--- src/rtl/convolution_coprocessor_pkg.sv ---
// Shared types and sizing helpers for the convolution coprocessor divider.
package convolution_coprocessor_pkg;

    typedef enum logic [1:0] {
        IDLE = 2'd0,
        RUN  = 2'd1,
        DONE = 2'd2
    } div_state_e;

    // Iteration counter must hold values up to 2*data_width-1.
    function automatic int counter_width(input int data_width);
        return $clog2(2 * data_width);
    endfunction

endpackage

--- src/rtl/convolution_coprocessor_div_if.sv ---
// Start/busy/done handshake and operand/result bus of the divider.
interface convolution_coprocessor_div_if #(
    parameter int DATA_WIDTH = 22
);
    logic                      start;
    logic [2*DATA_WIDTH-1:0]   dividend;
    logic [DATA_WIDTH-1:0]     divisor;
    logic                      busy;
    logic                      done;
    logic [2*DATA_WIDTH-1:0]   quotient;
    logic [DATA_WIDTH-1:0]     remainder;
    logic                      ovf;
    logic                      div_by_zero;

    // Requester side: issues operands, observes results.
    modport master (
        output start, dividend, divisor,
        input  busy, done, quotient, remainder, ovf, div_by_zero
    );

    // Divider side: consumes operands, produces results.
    modport slave (
        input  start, dividend, divisor,
        output busy, done, quotient, remainder, ovf, div_by_zero
    );
endinterface

--- src/rtl/convolution_coprocessor_div_step.sv ---
// One restoring-division iteration: shift in a dividend bit, conditionally subtract.
module convolution_coprocessor_div_step #(
    parameter int DATA_WIDTH = 22
) (
    input  logic [DATA_WIDTH-1:0] prem,
    input  logic                  bit_in,
    input  logic [DATA_WIDTH-1:0] divisor,
    output logic [DATA_WIDTH-1:0] prem_next,
    output logic                  q_bit
);
    // The shifted partial remainder needs one extra bit; it is always < 2*divisor.
    logic [DATA_WIDTH:0] shifted;

    // Compare and subtract; the difference is < divisor, so DATA_WIDTH bits suffice.
    always_comb begin
        shifted   = {prem, bit_in};
        q_bit     = (shifted >= {1'b0, divisor});
        prem_next = q_bit ? (shifted[DATA_WIDTH-1:0] - divisor) : shifted[DATA_WIDTH-1:0];
    end
endmodule

--- src/rtl/convolution_coprocessor_div.sv ---
// Sequential unsigned restoring divider: 2W-bit dividend / W-bit divisor, one quotient bit per clock.
module convolution_coprocessor_div
    import convolution_coprocessor_pkg::*;
#(
    parameter int DATA_WIDTH = 22
) (
    input  logic                          clk,
    input  logic                          rst_n,
    convolution_coprocessor_div_if.slave  bus
);
    localparam int QW = 2 * DATA_WIDTH;
    localparam int CW = counter_width(DATA_WIDTH);
    localparam logic [CW-1:0] CNT_LAST = CW'(QW - 1);

    div_state_e              state_reg;
    div_state_e              state_next;
    logic                    accept;
    logic [CW-1:0]           cnt_reg;
    // Dividend bits leave at the top while quotient bits enter at the bottom.
    logic [QW-1:0]           shift_reg;
    logic [QW-1:0]           shift_next;
    logic [DATA_WIDTH-1:0]   divisor_reg;
    logic [DATA_WIDTH-1:0]   prem_reg;
    logic [DATA_WIDTH-1:0]   prem_next;
    logic                    q_bit;
    logic [QW-1:0]           quotient_reg;
    logic [DATA_WIDTH-1:0]   remainder_reg;
    logic                    ovf_reg;
    logic                    div_by_zero_reg;
    logic                    busy_reg;
    logic                    done_reg;

    convolution_coprocessor_div_step #(
        .DATA_WIDTH (DATA_WIDTH)
    ) u_step (
        .prem      (prem_reg),
        .bit_in    (shift_reg[QW-1]),
        .divisor   (divisor_reg),
        .prem_next (prem_next),
        .q_bit     (q_bit)
    );

    assign shift_next = {shift_reg[QW-2:0], q_bit};

    // Next-state logic; a request is accepted in IDLE and in DONE (back-to-back).
    always_comb begin
        state_next = state_reg;
        accept     = 1'b0;
        case (state_reg)
            IDLE, DONE: begin
                if (bus.start) begin
                    accept     = 1'b1;
                    state_next = (bus.divisor == '0) ? DONE : RUN;
                end else begin
                    state_next = IDLE;
                end
            end
            RUN: begin
                if (cnt_reg == '0) begin
                    state_next = DONE;
                end
            end
            default: state_next = IDLE;
        endcase
    end

    // State, iteration datapath and result registers.
    always_ff @(posedge clk) begin
        if (!rst_n) begin
            state_reg       <= IDLE;
            cnt_reg         <= '0;
            shift_reg       <= '0;
            divisor_reg     <= '0;
            prem_reg        <= '0;
            quotient_reg    <= '0;
            remainder_reg   <= '0;
            ovf_reg         <= 1'b0;
            div_by_zero_reg <= 1'b0;
            busy_reg        <= 1'b0;
            done_reg        <= 1'b0;
        end else begin
            state_reg <= state_next;
            busy_reg  <= (state_next == RUN);
            done_reg  <= (state_next == DONE);

            if (accept) begin
                if (bus.divisor != '0) begin
                    shift_reg   <= bus.dividend;
                    divisor_reg <= bus.divisor;
                    prem_reg    <= '0;
                    cnt_reg     <= CNT_LAST;
                end else begin
                    // Division by zero resolves immediately with saturated results.
                    quotient_reg    <= '1;
                    remainder_reg   <= bus.dividend[DATA_WIDTH-1:0];
                    ovf_reg         <= 1'b1;
                    div_by_zero_reg <= 1'b1;
                end
            end else if (state_reg == RUN) begin
                shift_reg <= shift_next;
                prem_reg  <= prem_next;
                if (cnt_reg != '0) begin
                    cnt_reg <= cnt_reg - 1'b1;
                end else begin
                    quotient_reg    <= shift_next;
                    remainder_reg   <= prem_next;
                    ovf_reg         <= |shift_next[QW-1:DATA_WIDTH];
                    div_by_zero_reg <= 1'b0;
                end
            end
        end
    end

    assign bus.busy        = busy_reg;
    assign bus.done        = done_reg;
    assign bus.quotient    = quotient_reg;
    assign bus.remainder   = remainder_reg;
    assign bus.ovf         = ovf_reg;
    assign bus.div_by_zero = div_by_zero_reg;

endmodule

--- src/flat_wrapper.sv ---
// flat-port wrapper written by rule: the top's interface ports become plain ports
module convolution_coprocessor_div_flat import convolution_coprocessor_pkg::*;
#(
    parameter int DATA_WIDTH = 22
)
  (clk, rst_n, bus_start, bus_dividend, bus_divisor, bus_busy, bus_done, bus_quotient, bus_remainder, bus_ovf, bus_div_by_zero);
  convolution_coprocessor_div_if #(.DATA_WIDTH(DATA_WIDTH)) bus_i ();
  input  logic clk;
  input  logic rst_n;
  input wire logic [$bits(bus_i.start)-1:0] bus_start;
  input wire logic [$bits(bus_i.dividend)-1:0] bus_dividend;
  input wire logic [$bits(bus_i.divisor)-1:0] bus_divisor;
  output wire logic [$bits(bus_i.busy)-1:0] bus_busy;
  output wire logic [$bits(bus_i.done)-1:0] bus_done;
  output wire logic [$bits(bus_i.quotient)-1:0] bus_quotient;
  output wire logic [$bits(bus_i.remainder)-1:0] bus_remainder;
  output wire logic [$bits(bus_i.ovf)-1:0] bus_ovf;
  output wire logic [$bits(bus_i.div_by_zero)-1:0] bus_div_by_zero;
  assign bus_i.start = bus_start;
  assign bus_i.dividend = bus_dividend;
  assign bus_i.divisor = bus_divisor;
  assign bus_busy = bus_i.busy;
  assign bus_done = bus_i.done;
  assign bus_quotient = bus_i.quotient;
  assign bus_remainder = bus_i.remainder;
  assign bus_ovf = bus_i.ovf;
  assign bus_div_by_zero = bus_i.div_by_zero;
  convolution_coprocessor_div #(.DATA_WIDTH(DATA_WIDTH)) u_core (.clk(clk), .rst_n(rst_n), .bus(bus_i));
endmodule
--- config.mk ---
export PLATFORM = sky130hd
export DESIGN_NAME = convolution_coprocessor_div_flat
export DESIGN_NICKNAME = d
export VERILOG_FILES = /design/src/rtl/convolution_coprocessor_pkg.sv /design/src/rtl/convolution_coprocessor_div_if.sv /design/src/rtl/convolution_coprocessor_div_step.sv /design/src/rtl/convolution_coprocessor_div.sv /design/src/flat_wrapper.sv
export SDC_FILE = /design/constraint.sdc
export NUM_CORES = 1
export LEC_CHECK = 0
export ABC_AREA = 1
export CAP_MARGIN = 10
export CORE_MARGIN = 5
export CORE_UTILIZATION = 40
export CTS_CLUSTER_SIZE = 10
export DETAILED_ROUTE_END_ITERATION = 6
export GPL_TIMING_DRIVEN = 0
export SKIP_CTS_REPAIR_TIMING = 1
export SLEW_MARGIN = 20
export SYNTH_ARGS = -nofsm -noshare
export SYNTH_HDL_FRONTEND = slang
export SYNTH_SLANG_ARGS = --single-unit
--- constraint.sdc ---
create_clock -name clk -period 2.38 [get_ports clk]
set_input_delay 0.714 -clock clk [delete_from_list [all_inputs] [get_ports clk]]
set_output_delay 0.714 -clock clk [all_outputs]
set_load 0.02 [all_outputs]
== Word level (Yosys, flattened, before mapping) ==
Index checks and enable logic that the tools add are counted.
Word-level totals
  output and inout port bits: 70
  input port bits: 69
  register bits: 166
  word-level logic and storage cells: 66
Operators by class
  equal/unequal tests: 7
  muxes and demuxes: 32
  $add $sub $neg: 2
  reduce and logical (&&, ||, !) cells: 13
  $lt $le $gt $ge: 1
Operators with widths (count)
  $mux 44: 7
  $mux 22: 8
  $mux 6: 4
  $ge 23x22->1: 1
  $logic_not 22->1: 1
  $reduce_bool 22->1: 1
  $reduce_or 22->1: 1
  $sub 22x22->22: 1
  $mux 1: 9
  $logic_not 6->1: 1
  $mux 2: 3
  $reduce_and 3->1: 2
  $reduce_bool 6->1: 1
  $sub 6x1->6 const B: 1
  $eq 2x1->1 const B: 2
  $eq 2x2->1 const B: 2
  $ne 2x2->1 const B: 2
  $pmux 2 s2: 1
  $reduce_and 2->1: 2
  $reduce_bool 2->1: 2
  $logic_not 2->1: 1
  $ne 2x1->1 const B: 1
  $reduce_or 2->1: 1

== Longest topological paths before layout ==
  word-level depth: 5
  depth in mapped cells: 16
  gate-level depth less buffers: 16

== By module ==
Synthesis repeated with hierarchy kept, for this count alone.
Unflattened totals
  cells, all modules: 1654
  area, all modules: 10035.9 um^2
By module, submodules not included
  convolution_coprocessor_div: instances 1, cells each 1245, area each 7811.2 um^2, seq. area each 3323.2 um^2
  convolution_coprocessor_div_step: instances 1, cells each 409, area each 2224.6 um^2, seq. area each 0.0 um^2

== Worst setup path after synthesis ==
OpenSTA, ideal clock, no wires.
  path type: input port to flip-flop
  from: input bus_divisor[1]
  to: register u_core.shift_reg[29]
  buffers on the path: 2
  stages on the path: 10
  setup slack: 0.358 ns
  library setup time: 0.133 ns
  arrival time: 1.889 ns
  required time: 2.247 ns
  path through: nor2_1 > nand2_1 > nor3_1 > nand3_1 > nand2_2 > nand2_1 > buf_2 > clkbuf_1 > o21ai_0 > a21oi_1
On the way
  cells in the longest elaborated chain, start to end: 3
Ends and longest elaborated chain
  start, declared: RTL line flat_wrapper.sv:12  | input wire logic [$bits(bus_i.divisor)-1:0] bus_divisor;
  $reduce_bool 22->1: RTL line convolution_coprocessor_div.sv:87  | if (bus.divisor != '0) begin
  $ne 2x2->1 (no source line)
  $reduce_and 2->1 (no source line)
  end signal, assigned: RTL line convolution_coprocessor_div.sv:88  | shift_reg <= bus.dividend;
  end signal, assigned: RTL line convolution_coprocessor_div.sv:100  | shift_reg <= shift_next;
  end, declared: RTL line convolution_coprocessor_div.sv:20  | logic [QW-1:0] shift_reg;
Every way passes these cells.
A chain may end at the register's enable or synchronous reset.

== Worst setup path in the final report ==
  from: input bus_divisor[4]
  to: register u_core.shift_reg[39]
Same word-level chain as after synthesis.

==> out/qor.txt <==
Total power divided by cell area = 914 mW/mm^2
Max Buffers Root-to-Sink = 2
Count of placed standard cells including taps = 1689
Number of antenna violations at the first check in global routing = 0
GRT Resource Usage Total = 23.8%
Total gr overflow = 0
Die area = 0.0249 mm^2
Max-cap violations = 0
Number of levels the H-tree was split into = 4
Total wire length = 29900 um
Worst reg2reg setup slack = 0.10 ns
Vias in the first global route = 8340
Io pins = 139
Post-synthesis async set-or-reset flop share = 0%
Final count of pins violating max slew = 0
Endpoint of the worst register-to-register path = u_core.bus.remainder[19]
Die boundary width = 158 um
Yosys warnings = 0
Maximum operating frequency = 412 MHz
Detailed-route wire length per cell = 17.2 um
Setup ws final = -0.0500 ns
Switching power share of the total = 40.3%
Period utilization = 102%
Num Clock Sinks = 166
Overall power after layout = 10.5 mW
Detailed-routing iteration count for the pre-antenna-repair pass = 5
Register share of total power = 32.8%
Headroom to the max-slew limit = 56.1%
Setup skew after layout = 0.0103 ns
Number of flops mapped to enable cells by yosys = 0
HPWL after DPL = 23000 um
Cell count of the worst hold path = 2
Actual transition at the worst max-transition pin = 0.659 ns
Ys flop type = sky130_fd_sc_hd__dfxtp_1
Number of buffers inserted by port buffering = 137
Crit Path Max Fanout = 10
Beginning of the worst register-to-register path = u_core.divisor_reg[2]
Cells on worst reg2reg path = 15
Arrival time worst endpoint = 2.74 ns
Pin count of the biggest net entering global routing = 18
DRC violation count after routing = 0
Standard-cell row count = 54
Source of the critical timing path = bus_divisor[4]
Internal power consumption = 6.28 mW
Number of nets in the finished design = 1533
Vias after detailed routing = 8811
Vertical die dimension = 158 um
Part of the power in combinational logic = 40.2%
Inserted Clock Buffers = 17
Final weighted congestion of routability-driven global placement = 0.941
Post-synthesis cell type count = 38
Syn Std Cell Area = 0.00873 mm^2
TritonCTS clock tree = done
Count of final hold-check violations = 0
Crit path capture type = register
Wire length of the first global-routing pass = 46200 um
Clock network fraction of total power = 27.1%
Final design instance area without fill = 0.0115 mm^2
Crit path kind = input pin to register
Initial standard-cell utilization of the core = 40.3%
Initial DRC Count = 650
Number of setup violations in the final report = 11
Total placed instance area = 0.0105 mm^2
Register area share after synthesis = 38.1%
Syn nets = 1365
Time the worst path needs with I/O delays and setup = 2.43 ns
Reg clk slew, reported paths = 0.07 ns
Core region area = 0.0217 mm^2
Leakage dissipation = 5.66 nW
CTS Root Cell = sky130_fd_sc_hd__clkbuf_16
Data required time of the critical path = 2.69 ns
CP Launch Type = input pin
Flip-flop and latch count after synthesis = 166
Setup TNS = -0.161 ns
Worst-case hold path end point = u_core.divisor_reg[17]
Violated checks = setup timing
Syn-to-layout area delta = 31.7%
Average cell area after synthesis = 6.86 um^2
Remaining number of nets flagged by the antenna check after routing = 0
Min-delay worst type = register to register
Maximum vdd ir drop = 508 uV
Critical hold path startpoint = u_core.divisor_reg[17]
Net switching component of the power = 4.23 mW
Number of standard cells after synthesis = 1272
Outcome = finished, violations left
Antenna diode count = 0
Ratio of cells with drive above 1 in the final layout = 10.4%
Clk_lat worst skew = 0.44 ns
Fin cells = 1733
Setup repair after global routing missed its margin = true
Routed via count divided by cell count = 5.08
-- synthesized netlist by cell type (2+ instances only) --
library cell,n,area (um^2)
sky130_fd_sc_hd__inv_2,5,18.8
sky130_fd_sc_hd__dfxtp_1,166,3320
sky130_fd_sc_hd__nor4_1,6,37.5
sky130_fd_sc_hd__nand2_2,8,50.1
sky130_fd_sc_hd__nor2_1,72,270
sky130_fd_sc_hd__nand2_4,11,124
sky130_fd_sc_hd__nand4_1,29,181
sky130_fd_sc_hd__nor2_2,7,43.8
sky130_fd_sc_hd__nand3_1,73,365
sky130_fd_sc_hd__nor3_1,5,25.0
sky130_fd_sc_hd__ha_1,23,288
sky130_fd_sc_hd__a31oi_1,23,144
sky130_fd_sc_hd__a21oi_1,77,385
sky130_fd_sc_hd__inv_1,226,848
sky130_fd_sc_hd__clkbuf_1,44,165
sky130_fd_sc_hd__xor2_1,14,123
sky130_fd_sc_hd__and2_1,2,12.5
sky130_fd_sc_hd__buf_2,13,65.1
sky130_fd_sc_hd__nand2_1,263,987
sky130_fd_sc_hd__buf_1,9,33.8
sky130_fd_sc_hd__o221ai_1,23,201
sky130_fd_sc_hd__o21ai_0,115,576
sky130_fd_sc_hd__o211ai_1,21,158
sky130_fd_sc_hd__nand3b_1,2,15.0
sky130_fd_sc_hd__o21bai_1,22,165
-- through the flow --
| stage | utilization (%) | worst slack (ns) | hold WS [ns] |
|---|---|---|---|
| 5_1_grt | 53.0 | -0.0742 | 0.483 |
| 6_report | 53.0 | -0.0500 | 0.466 |
| 3_3_place_gp | 48.2 | -1.25 | 0.452 |
| 3_5_place_dp | 48.2 | -1.22 | 0.455 |
| 4_1_cts | 50.9 | -0.768 | 0.467 |
| 2_1_floorplan | - | 0.358 | 0.431 |
-- layer usage --
metal	share of wire (%)	GRT usage (%)
met1	45	32.0
met3	7.4	6.26
met4	1.6	6.51
met2	46	37.8
met5	0	0
-- cell families (layout without fill, tap and decap cells) --
family                     Yosys count  in the layout  synth area share, %
and+or+nand+nor                    481            481                 24.5
buffers and inverters              300            481                 13.2
AOI/OAI and AO/OA                  286            286                 19.2
DFF                                166            166                 38.1
adders and majority gates           24             24                 3.52
xor gates and xnor gates            15             15                 1.50
-- power by group through the flow --
stage | sequential, mW | combinational, mW | clock (mW)
floorplan | 3.55 | 2.49 | 0
global placement | 3.48 | 3.84 | 0
detailed placement | 3.47 | 3.85 | 0
CTS | 3.42 | 3.88 | 2.88
global route | 3.48 | 4.67 | 2.99
finish | 3.44 | 4.22 | 2.85
-- worst max-delay path, stage by stage --
cell,delay (ns)
sky130_fd_sc_hd__clkdlybuf4s50_1,0.44
sky130_fd_sc_hd__nor2_1,0.10
sky130_fd_sc_hd__nand2_1,0.10
sky130_fd_sc_hd__nor3_4,0.27
sky130_fd_sc_hd__nand3_1,0.17
sky130_fd_sc_hd__nand2_4,0.15
sky130_fd_sc_hd__nand2_2,0.10
sky130_fd_sc_hd__buf_4,0.20
sky130_fd_sc_hd__buf_2,0.22
sky130_fd_sc_hd__o21ai_0,0.21
sky130_fd_sc_hd__a21oi_1,0.05
-- placed cells by master, fill, tap and decap left out, drive strengths merged --
cell type and count:
nand2 282, inv 240, dfxtp 166, clkdlybuf4s50 133, o21ai 115, nor2 80
a21oi 78, nand3 73, clkbuf 71, nand4 29, buf 27, a31oi 23
o221ai 23, ha 23, o21bai 22, o211ai 21, xor2 14, nor4 6
nor3 6, dlymetal6s2s 4, clkinv 4, and2 2, nand3b 2, o31ai 1
a311oi 1, or2 1, o21a 1, xnor2 1, a211oi 1, fa 1
bufinv 1, clkinvlp 1
-- cell type report --
type | count | area, um^2
Inverter | 232 | 871
Clock buffer | 18 | 429
Timing Repair Buffer | 149 | 1500
Fill cell | 2152 | 10200
Clock inverter | 14 | 159
Buffer | 68 | 345
Multi-Input combinational cell | 806 | 4520
Sequential cell | 166 | 3320
Tap cell | 280 | 350
-- worst max-delay path by stage --
stage,depth (start not counted),endpoint,slack (ns)
floorplan,10,u_core.shift_reg[29],0.36
global placement,12,u_core.bus.remainder[12],-1.25
detailed placement,12,u_core.bus.remainder[10],-1.22
CTS,12,u_core.bus.remainder[12],-0.77
global route,12,u_core.bus.remainder[1],-0.07
finish,11,u_core.shift_reg[39],-0.05
Power figures use the tool's default switching activity.
